**config.mk**
```make
export PLATFORM = sky130hd
export DESIGN_NAME = wb_lsu
export DESIGN_NICKNAME = d
export VERILOG_FILES = /design/src/rtl/lsu_pkg.sv /design/src/rtl/lsu_align.sv /design/src/rtl/wb_lsu.sv
export SDC_FILE = /design/constraint.sdc
export NUM_CORES = 1
export LEC_CHECK = 0
export CAP_MARGIN = 25
export CORE_MARGIN = 2
export CORE_UTILIZATION = 44
export DETAILED_ROUTE_END_ITERATION = 10
export GPL_TIMING_DRIVEN = 1
export HOLD_SLACK_MARGIN = 0.02
export PLACE_DENSITY_LB_ADDON = 0.05
export SLEW_MARGIN = 30
export SYNTH_ARGS = -nofsm -noshare
export SYNTH_HDL_FRONTEND = slang
export SYNTH_SLANG_ARGS = --single-unit
```
**constraint.sdc**
```tcl
create_clock -name i_clk -period 6 [get_ports i_clk]
set_input_delay 1.2 -clock i_clk [delete_from_list [all_inputs] [get_ports i_clk]]
set_output_delay 1.2 -clock i_clk [all_outputs]
set_load 0.02 [all_outputs]
```
**src/rtl/lsu_pkg.sv**
```systemverilog
// lsu_pkg: shared definitions for the Wishbone load/store unit.
//   - RV32 funct3 encodings for loads and stores
//   - FSM state enum and access-size enum
//   - access_size(): request width from direction + funct3 (unknown -> word)
//   - sext_lane(): extract a byte/half lane from a word and zero/sign extend it
package lsu_pkg;

  localparam logic [2:0] F3_B  = 3'd0;
  localparam logic [2:0] F3_H  = 3'd1;
  localparam logic [2:0] F3_W  = 3'd2;
  localparam logic [2:0] F3_BU = 3'd4;
  localparam logic [2:0] F3_HU = 3'd5;

  typedef enum logic [2:0] {
    IDLE    = 3'd0,
    RD      = 3'd1,
    RD_WAIT = 3'd2,
    WR      = 3'd3,
    WR_WAIT = 3'd4,
    RSP     = 3'd5
  } lsu_state_t;

  typedef enum logic [1:0] {
    SZ_B = 2'd0,
    SZ_H = 2'd1,
    SZ_W = 2'd2
  } acc_size_t;

  // BU/HU only exist for loads; a store carrying those codes is an unknown
  // encoding and therefore falls through to a full word.
  function automatic acc_size_t access_size(input logic we, input logic [2:0] funct3);
    acc_size_t sz;
    sz = SZ_W;
    if (funct3 == F3_B || (!we && funct3 == F3_BU)) begin
      sz = SZ_B;
    end else if (funct3 == F3_H || (!we && funct3 == F3_HU)) begin
      sz = SZ_H;
    end
    return sz;
  endfunction

  // Halfword lanes are selected by off[1] only; off[0] is assumed aligned.
  function automatic logic [31:0] sext_lane(input logic [31:0] word, input logic [1:0] off,
                                            input acc_size_t size, input logic sign);
    logic [7:0]  b;
    logic [15:0] h;
    logic [31:0] r;
    b = word[{off, 3'b000} +: 8];
    h = word[{off[1], 4'b0000} +: 16];
    case (size)
      SZ_B:    r = {{24{sign & b[7]}}, b};
      SZ_H:    r = {{16{sign & h[15]}}, h};
      default: r = word;
    endcase
    return r;
  endfunction

endpackage

```
**src/rtl/lsu_align.sv**
```systemverilog
// lsu_align: combinational lane handling for the load/store unit.
// Ports:
//   funct3   in  3   funct3 of the latched request
//   lane     in  2   byte address bits [1:0] (already aligned for the size)
//   rd_word  in  32  word read from the bus
//   st_data  in  32  store data from the request (low bits used for SB/SH)
//   merged   out 32  read word with the store byte/half inserted (SW: st_data)
//   ld_value out 32  load result, zero or sign extended per funct3
module lsu_align
  import lsu_pkg::*;
(
  input  logic [2:0]  funct3,
  input  logic [1:0]  lane,
  input  logic [31:0] rd_word,
  input  logic [31:0] st_data,
  output logic [31:0] merged,
  output logic [31:0] ld_value
);

  // Read-modify-write merge: only the addressed lane is replaced, the other
  // lanes keep the value just read from RAM.
  always_comb begin
    merged = rd_word;
    case (access_size(1'b1, funct3))
      SZ_B:    merged[{lane, 3'b000} +: 8]      = st_data[7:0];
      SZ_H:    merged[{lane[1], 4'b0000} +: 16] = st_data[15:0];
      default: merged = st_data;
    endcase
  end

  // funct3[2] distinguishes the unsigned load variants.
  assign ld_value = sext_lane(rd_word, lane, access_size(1'b0, funct3), ~funct3[2]);

endmodule

```
**src/rtl/wb_lsu.sv**
```systemverilog
// wb_lsu: RV32 load/store unit acting as a Wishbone master in front of a
// word-wide block RAM. One request at a time; one response pulse per request.
// Sub-word stores are done as read-modify-write since the RAM writes words.
//
// Optional feature macro: WB_LSU_MISALIGN_TRAP_EN
//   defined   - misaligned half/word accesses skip the bus and respond with
//               o_rsp_err=1 one cycle after acceptance.
//   undefined - low address bits are forced to alignment; o_rsp_err is 0.
//
// Ports:
//   i_clk, i_reset               clock, async active-high reset
//   i_req_valid / o_req_ready    request handshake (ready only in IDLE)
//   i_req_we, i_req_funct3       store flag, RV32 funct3
//   i_req_addr, i_req_wdata      byte address, store data
//   o_rsp_valid                  one-cycle response pulse
//   o_rsp_rdata, o_rsp_err       load result, misalignment error
//   o_wb_cyc/stb/we/addr/data/sel  Wishbone master outputs (sel = funct3)
//   i_wb_data/stall/ack          Wishbone slave returns
module wb_lsu
  import lsu_pkg::*;
#(
  parameter int XLEN    = 32,
  parameter int LGMEMSZ = 9
) (
  input  logic            i_clk,
  input  logic            i_reset,
  input  logic            i_req_valid,
  output logic            o_req_ready,
  input  logic            i_req_we,
  input  logic [2:0]      i_req_funct3,
  input  logic [XLEN-1:0] i_req_addr,
  input  logic [XLEN-1:0] i_req_wdata,
  output logic            o_rsp_valid,
  output logic [XLEN-1:0] o_rsp_rdata,
  output logic            o_rsp_err,
  output logic            o_wb_cyc,
  output logic            o_wb_stb,
  output logic            o_wb_we,
  output logic [XLEN-1:0] o_wb_addr,
  output logic [XLEN-1:0] o_wb_data,
  output logic [2:0]      o_wb_sel,
  input  logic [XLEN-1:0] i_wb_data,
  input  logic            i_wb_stall,
  input  logic            i_wb_ack
);

  lsu_state_t      state, next_state;
  logic            req_we;
  logic [2:0]      req_funct3;
  logic [XLEN-1:0] req_addr;
  logic [XLEN-1:0] bus_data;
  logic [XLEN-1:0] rsp_data;
  logic [XLEN-1:0] in_addr;
  acc_size_t       in_size;
  logic            accept;
  logic [31:0]     merged_word;
  logic [31:0]     load_value;
  logic            unused_addr_bits;
`ifdef WB_LSU_MISALIGN_TRAP_EN
  logic            misaligned;
  logic            rsp_err;
`endif

  assign accept  = (state == IDLE) && i_req_valid;
  assign in_size = access_size(i_req_we, i_req_funct3);

  // Address conditioning at acceptance: either flag a misaligned access or
  // silently clear the low bits the access size cannot use.
  always_comb begin
    in_addr = i_req_addr;
`ifdef WB_LSU_MISALIGN_TRAP_EN
    misaligned = 1'b0;
    case (in_size)
      SZ_H:    misaligned = i_req_addr[0];
      SZ_W:    misaligned = |i_req_addr[1:0];
      default: misaligned = 1'b0;
    endcase
`else
    case (in_size)
      SZ_H:    in_addr[0]   = 1'b0;
      SZ_W:    in_addr[1:0] = 2'b00;
      default: in_addr      = i_req_addr;
    endcase
`endif
  end

  // State register; reset abandons any bus cycle in flight.
  always_ff @(posedge i_clk or posedge i_reset) begin
    if (i_reset) begin
      state <= IDLE;
    end else begin
      state <= next_state;
    end
  end

  // Next-state and bus/handshake outputs. Sub-word stores start with a read
  // so the untouched lanes can be written back unchanged.
  always_comb begin
    next_state  = state;
    o_req_ready = 1'b0;
    o_rsp_valid = 1'b0;
    o_wb_cyc    = 1'b0;
    o_wb_stb    = 1'b0;
    o_wb_we     = 1'b0;
    case (state)
      IDLE: begin
        o_req_ready = 1'b1;
        if (i_req_valid) begin
`ifdef WB_LSU_MISALIGN_TRAP_EN
          if (misaligned) begin
            next_state = RSP;
          end else
`endif
          if (!i_req_we || in_size != SZ_W) begin
            next_state = RD;
          end else begin
            next_state = WR;
          end
        end
      end
      RD: begin
        o_wb_cyc = 1'b1;
        o_wb_stb = 1'b1;
        if (!i_wb_stall) next_state = RD_WAIT;
      end
      RD_WAIT: begin
        o_wb_cyc = 1'b1;
        if (i_wb_ack) next_state = req_we ? WR : RSP;
      end
      WR: begin
        o_wb_cyc = 1'b1;
        o_wb_stb = 1'b1;
        o_wb_we  = 1'b1;
        if (!i_wb_stall) next_state = WR_WAIT;
      end
      WR_WAIT: begin
        o_wb_cyc = 1'b1;
        o_wb_we  = 1'b1;
        if (i_wb_ack) next_state = RSP;
      end
      RSP: begin
        o_rsp_valid = 1'b1;
        next_state  = IDLE;
      end
      default: next_state = IDLE;
    endcase
  end

  // Request latch and read-data capture. bus_data first holds the raw store
  // data, then the merged word once the read of an SB/SH returns.
  always_ff @(posedge i_clk or posedge i_reset) begin
    if (i_reset) begin
      req_we     <= 1'b0;
      req_funct3 <= '0;
      req_addr   <= '0;
      bus_data   <= '0;
      rsp_data   <= '0;
`ifdef WB_LSU_MISALIGN_TRAP_EN
      rsp_err    <= 1'b0;
`endif
    end else if (accept) begin
      req_we     <= i_req_we;
      req_funct3 <= i_req_funct3;
      req_addr   <= in_addr;
      bus_data   <= i_req_wdata;
      rsp_data   <= '0;
`ifdef WB_LSU_MISALIGN_TRAP_EN
      rsp_err    <= misaligned;
`endif
    end else if (state == RD_WAIT && i_wb_ack) begin
      if (req_we) begin
        bus_data <= merged_word;
      end else begin
        rsp_data <= load_value;
      end
    end
  end

  lsu_align u_align (
    .funct3   (req_funct3),
    .lane     (req_addr[1:0]),
    .rd_word  (i_wb_data),
    .st_data  (bus_data),
    .merged   (merged_word),
    .ld_value (load_value)
  );

  assign o_wb_addr   = {{(XLEN-LGMEMSZ){1'b0}}, req_addr[LGMEMSZ+1:2]};
  assign o_wb_data   = bus_data;
  assign o_wb_sel    = req_funct3;
  assign o_rsp_rdata = (state == RSP) ? rsp_data : '0;
`ifdef WB_LSU_MISALIGN_TRAP_EN
  assign o_rsp_err   = (state == RSP) && rsp_err;
`else
  assign o_rsp_err   = 1'b0;
`endif

  // Address bits above the RAM depth are intentionally dropped.
  assign unused_addr_bits = &{1'b0, req_addr[XLEN-1:LGMEMSZ+2]};

endmodule

```
==> flow_metrics.env <==
export IMPL_outcome="completed"
export IMPL_p_per_area_nw_per_um2=475.3
export IMPL_yosys_warnings=0
export IMPL_cts_tree="done"
export IMPL_start_util_pct=45.12
export IMPL_p_clk_share_pct=15.3
export IMPL_r2r_slack_ps=3280
export IMPL_crit_cells=3
export IMPL_crit_family="simple AND/OR/NAND/NOR gates"
export IMPL_yosysTopAreaCellShare_pct=39.66
export IMPL_place_hpwl_microns=11830
export IMPL_peakVddDrop_uv=256.1
export IMPL_synth_compound_area_share_pct=22.25
export IMPL_cts_buffer_depth=2
export IMPL_setup_viol=0
export IMPL_fp_dieArea_sq_um=12640
export IMPL_p_total_mw=3.321
export IMPL_synth_commonest_cells="dfrtp_1, nand2_1, o21ai_0"
export IMPL_layout_drive_gt1_share_pct=6.573
export IMPL_cp_cell_sequence="and3b_1 -> and2_1 -> clkdlybuf4s50_1"
export IMPL_fillers=1074
export IMPL_synth_edf_count=0
export IMPL_crit_type="reg2out"
export IMPL_place_gp_congestion=0.8529
export IMPL_grtUsageTotal_pct=25.20
export IMPL_ios=210
export IMPL_fin_nets=820
export IMPL_htreeDepth=3
export IMPL_crit_fanout=33
export IMPL_antenna_left=0
export IMPL_grt_antenna_before_repair=0
export IMPL_cts_made_buffers=9
export IMPL_routed_wirelength_microns=16030
export IMPL_portBuffers=164
export IMPL_combPwrFrac_pct=52.0
export IMPL_synth_cells=577
export IMPL_grt_max_degree=60
export IMPL_cp_end_kind="output port"
export IMPL_clock_sinks=82
export IMPL_fmax_mhz=258.4
export IMPL_fp_coreArea_sq_um=11470
export IMPL_area_growth_pct=35.04
export IMPL_root_buffer="clkbuf_16"
export IMPL_synth_area_leaders="dfrtp_1, nand2_1, mux2i_1, buf_4, o21ai_0"
export IMPL_ys_async_sr_fraction_pct=100.0
export IMPL_yosysSeqAreaShare_pct=39.66
export IMPL_yosysUniqueCellTypes=53
export IMPL_ctsHoldBuffers=0
export IMPL_finalClockSkew_ps=6.213
export IMPL_min_to="rsp_data[17]$_DFFE_PP0P_"
export IMPL_seqPwrFrac_pct=32.6
export IMPL_maxCapViolCount=0
export IMPL_synthAdderAreaFrac_pct=1.209
export IMPL_fin_crit_sh_pct=64.50
export IMPL_slowest_stage="and3b_1"
export IMPL_n_antenna_cell=0
export IMPL_intPower_mw=1.875
export IMPL_sw_frac_of_total_pct=43.53
export IMPL_hold_class="reg2reg"
export IMPL_rsz0062_at_grt="no"
export IMPL_synth_simple_area_share_pct=19.85
export IMPL_min_period_ps=3870
export IMPL_worstMarginPinSlew_ps=975.7
export IMPL_post_drt_wl_per_cell_microns=18.68
export IMPL_slowest_delay_ps=820
export IMPL_grt_pass1_vias=4533
export IMPL_die_w_microns=112.4
export IMPL_path_clk_slew_ps=60
export IMPL_critPathArrivalTime_ps=2670
export IMPL_switching_power_mw=1.446
export IMPL_vias_per_cell=5.505
export IMPL_avgSynthCellArea_sq_um=8.967
export IMPL_initialDrtViolationCount=351
export IMPL_synth_xor_area_share_pct=0
export IMPL_p_leak_nw=2.929
export IMPL_muxShareOfSynthArea_pct=7.545
export IMPL_cts_repair_resized=0
export IMPL_worstHoldStart="rsp_data[17]$_DFFE_PP0P_"
export IMPL_relSlewSlack_pct=34.71
export IMPL_worstReg2RegEnd="rsp_data[31]$_DFFE_PP0P_"
export IMPL_r2r_start="state[2]$_DFFE_PP0P_"
export IMPL_grt_overflow=0
export IMPL_required_ps=4800
export IMPL_drc=0
export IMPL_r2r_cells=4
export IMPL_critPathBufInv=1
export IMPL_hold_depth=2
export IMPL_synthFlopType="dfrtp_1"
export IMPL_ys_ff_latch=82
export IMPL_die_y_microns=112.4
export IMPL_start_kind="flop"
export IMPL_finalMaxSlewViolations=0
export IMPL_post_cts_buffers=0
export IMPL_grt_pass1_wl_microns=25000
export IMPL_fin_setup_tns_ps=0
export IMPL_clk_latency_ps=340
export IMPL_syn_area_sq_um=5174
export IMPL_timing_final_hold_violations=0
export IMPL_first_pass_iters=4
export IMPL_synth_top_family_by_area="compound AO/OA/AOI/OAI gates"
export IMPL_num_vias=4723
export IMPL_rows=39
export IMPL_synth_top_area_cell="dfrtp_1"
[layer usage]
metal,routed length (microns),up-vias,track usage (%)
li1,-,2266,-
met1,7323,2266,35.32
met2,7444,169,39.56
met3,985,22,4.806
met4,277,0,8.293
met5,0,-,0
[through the flow]
step	util [%]	setup WS, ps	cells	cell area, sq um	hold WS, ps
4_1_cts	60.88	2121	858	6982	476.5
3_3_place_gp	58.46	2102	842	6704	453.7
5_1_grt	60.93	1905	858	6987	494.2
2_1_floorplan	-	2692	600	5260	440.2
6_report	60.93	2130	858	6987	471.8
3_5_place_dp	58.58	2044	842	6718	461.8
[registers in the layout, indices dropped and copies added (netlist names)]
register,count
req_addr,11
req_we,1
rsp_data,32
o_wb_sel,3
state,3
o_wb_data,32
[how the worst max path moves through the flow]
stage,to,slack (ps),from
2_1_floorplan,o_wb_data[0]$_DFFE_PP0P_,2690,i_reset
3_3_place_gp,rsp_data[26]$_DFFE_PP0P_,2100,i_wb_ack
3_5_place_dp,rsp_data[31]$_DFFE_PP0P_,2040,i_wb_ack
4_1_cts,o_rsp_rdata[7],2120,state[0]$_DFFE_PP0P_
5_1_grt,o_rsp_rdata[8],1900,state[0]$_DFFE_PP0P_
6_report,o_rsp_rdata[8],2130,state[0]$_DFFE_PP0P_
[cell type report]
| type | instances | area (sq um) | area share, % |
|---|---|---|---|
| Multi-Input combinational cell | 430 | 2744 | 39.27 |
| Sequential cell | 82 | 2052 | 29.37 |
| Timing Repair Buffer | 169 | 1679 | 24.03 |
| Clock buffer | 11 | 232.7 | 3.331 |
| Tap cell | 143 | 178.9 | 2.561 |
| Inverter | 18 | 68.82 | 0.9850 |
| Clock inverter | 5 | 31.28 | 0.4477 |
[placed cells by master (no fill, tap or decap), drive strengths merged, types with 3 or more instances in the layout]
cell,instances
a211oi,3
a21o,3
a21oi,40
a221o,15
a22o,9
a22oi,17
a32o,9
a32oi,7
and2,32
buf,5
clkbuf,11
clkdlybuf4s50,164
clkinv,6
conb,24
dfrtp,82
ha,5
inv,16
mux2,8
mux2i,30
nand2,82
nand2b,12
nor2,37
nor2b,6
nor4b,3
o21ai,50
o221ai,3
o31ai,3
or3,8
or3b,3
[power by group through the flow]
stage	sequential [mW]	combinational (mW)	clock [mW]
floorplan	1.11	1.09	0
global placement	1.08	1.69	0
detailed placement	1.09	1.72	0
CTS	1.08	1.73	0.515
global route	1.12	1.89	0.543
finish	1.08	1.73	0.509
[cell families (layout without fill, tap and decap cells)]
logic type / Yosys count / count (layout)
AOI/OAI and AO/OA: 166 / 166
adders and majority gates: 5 / 5
buffers and inverters: 88 / 203
DFF: 82 / 82
muxes: 38 / 38
other: 1 / 24
and+or+nand+nor: 197 / 197
[worst register-to-register path: stages (launching register included)]
cell and delay (ps):
dfrtp_1 550, nand4bb_1 530, nor2_1 880, o21ai_2 390, o21ai_0 290
Note: power is estimated with default switching activity, not from simulation.
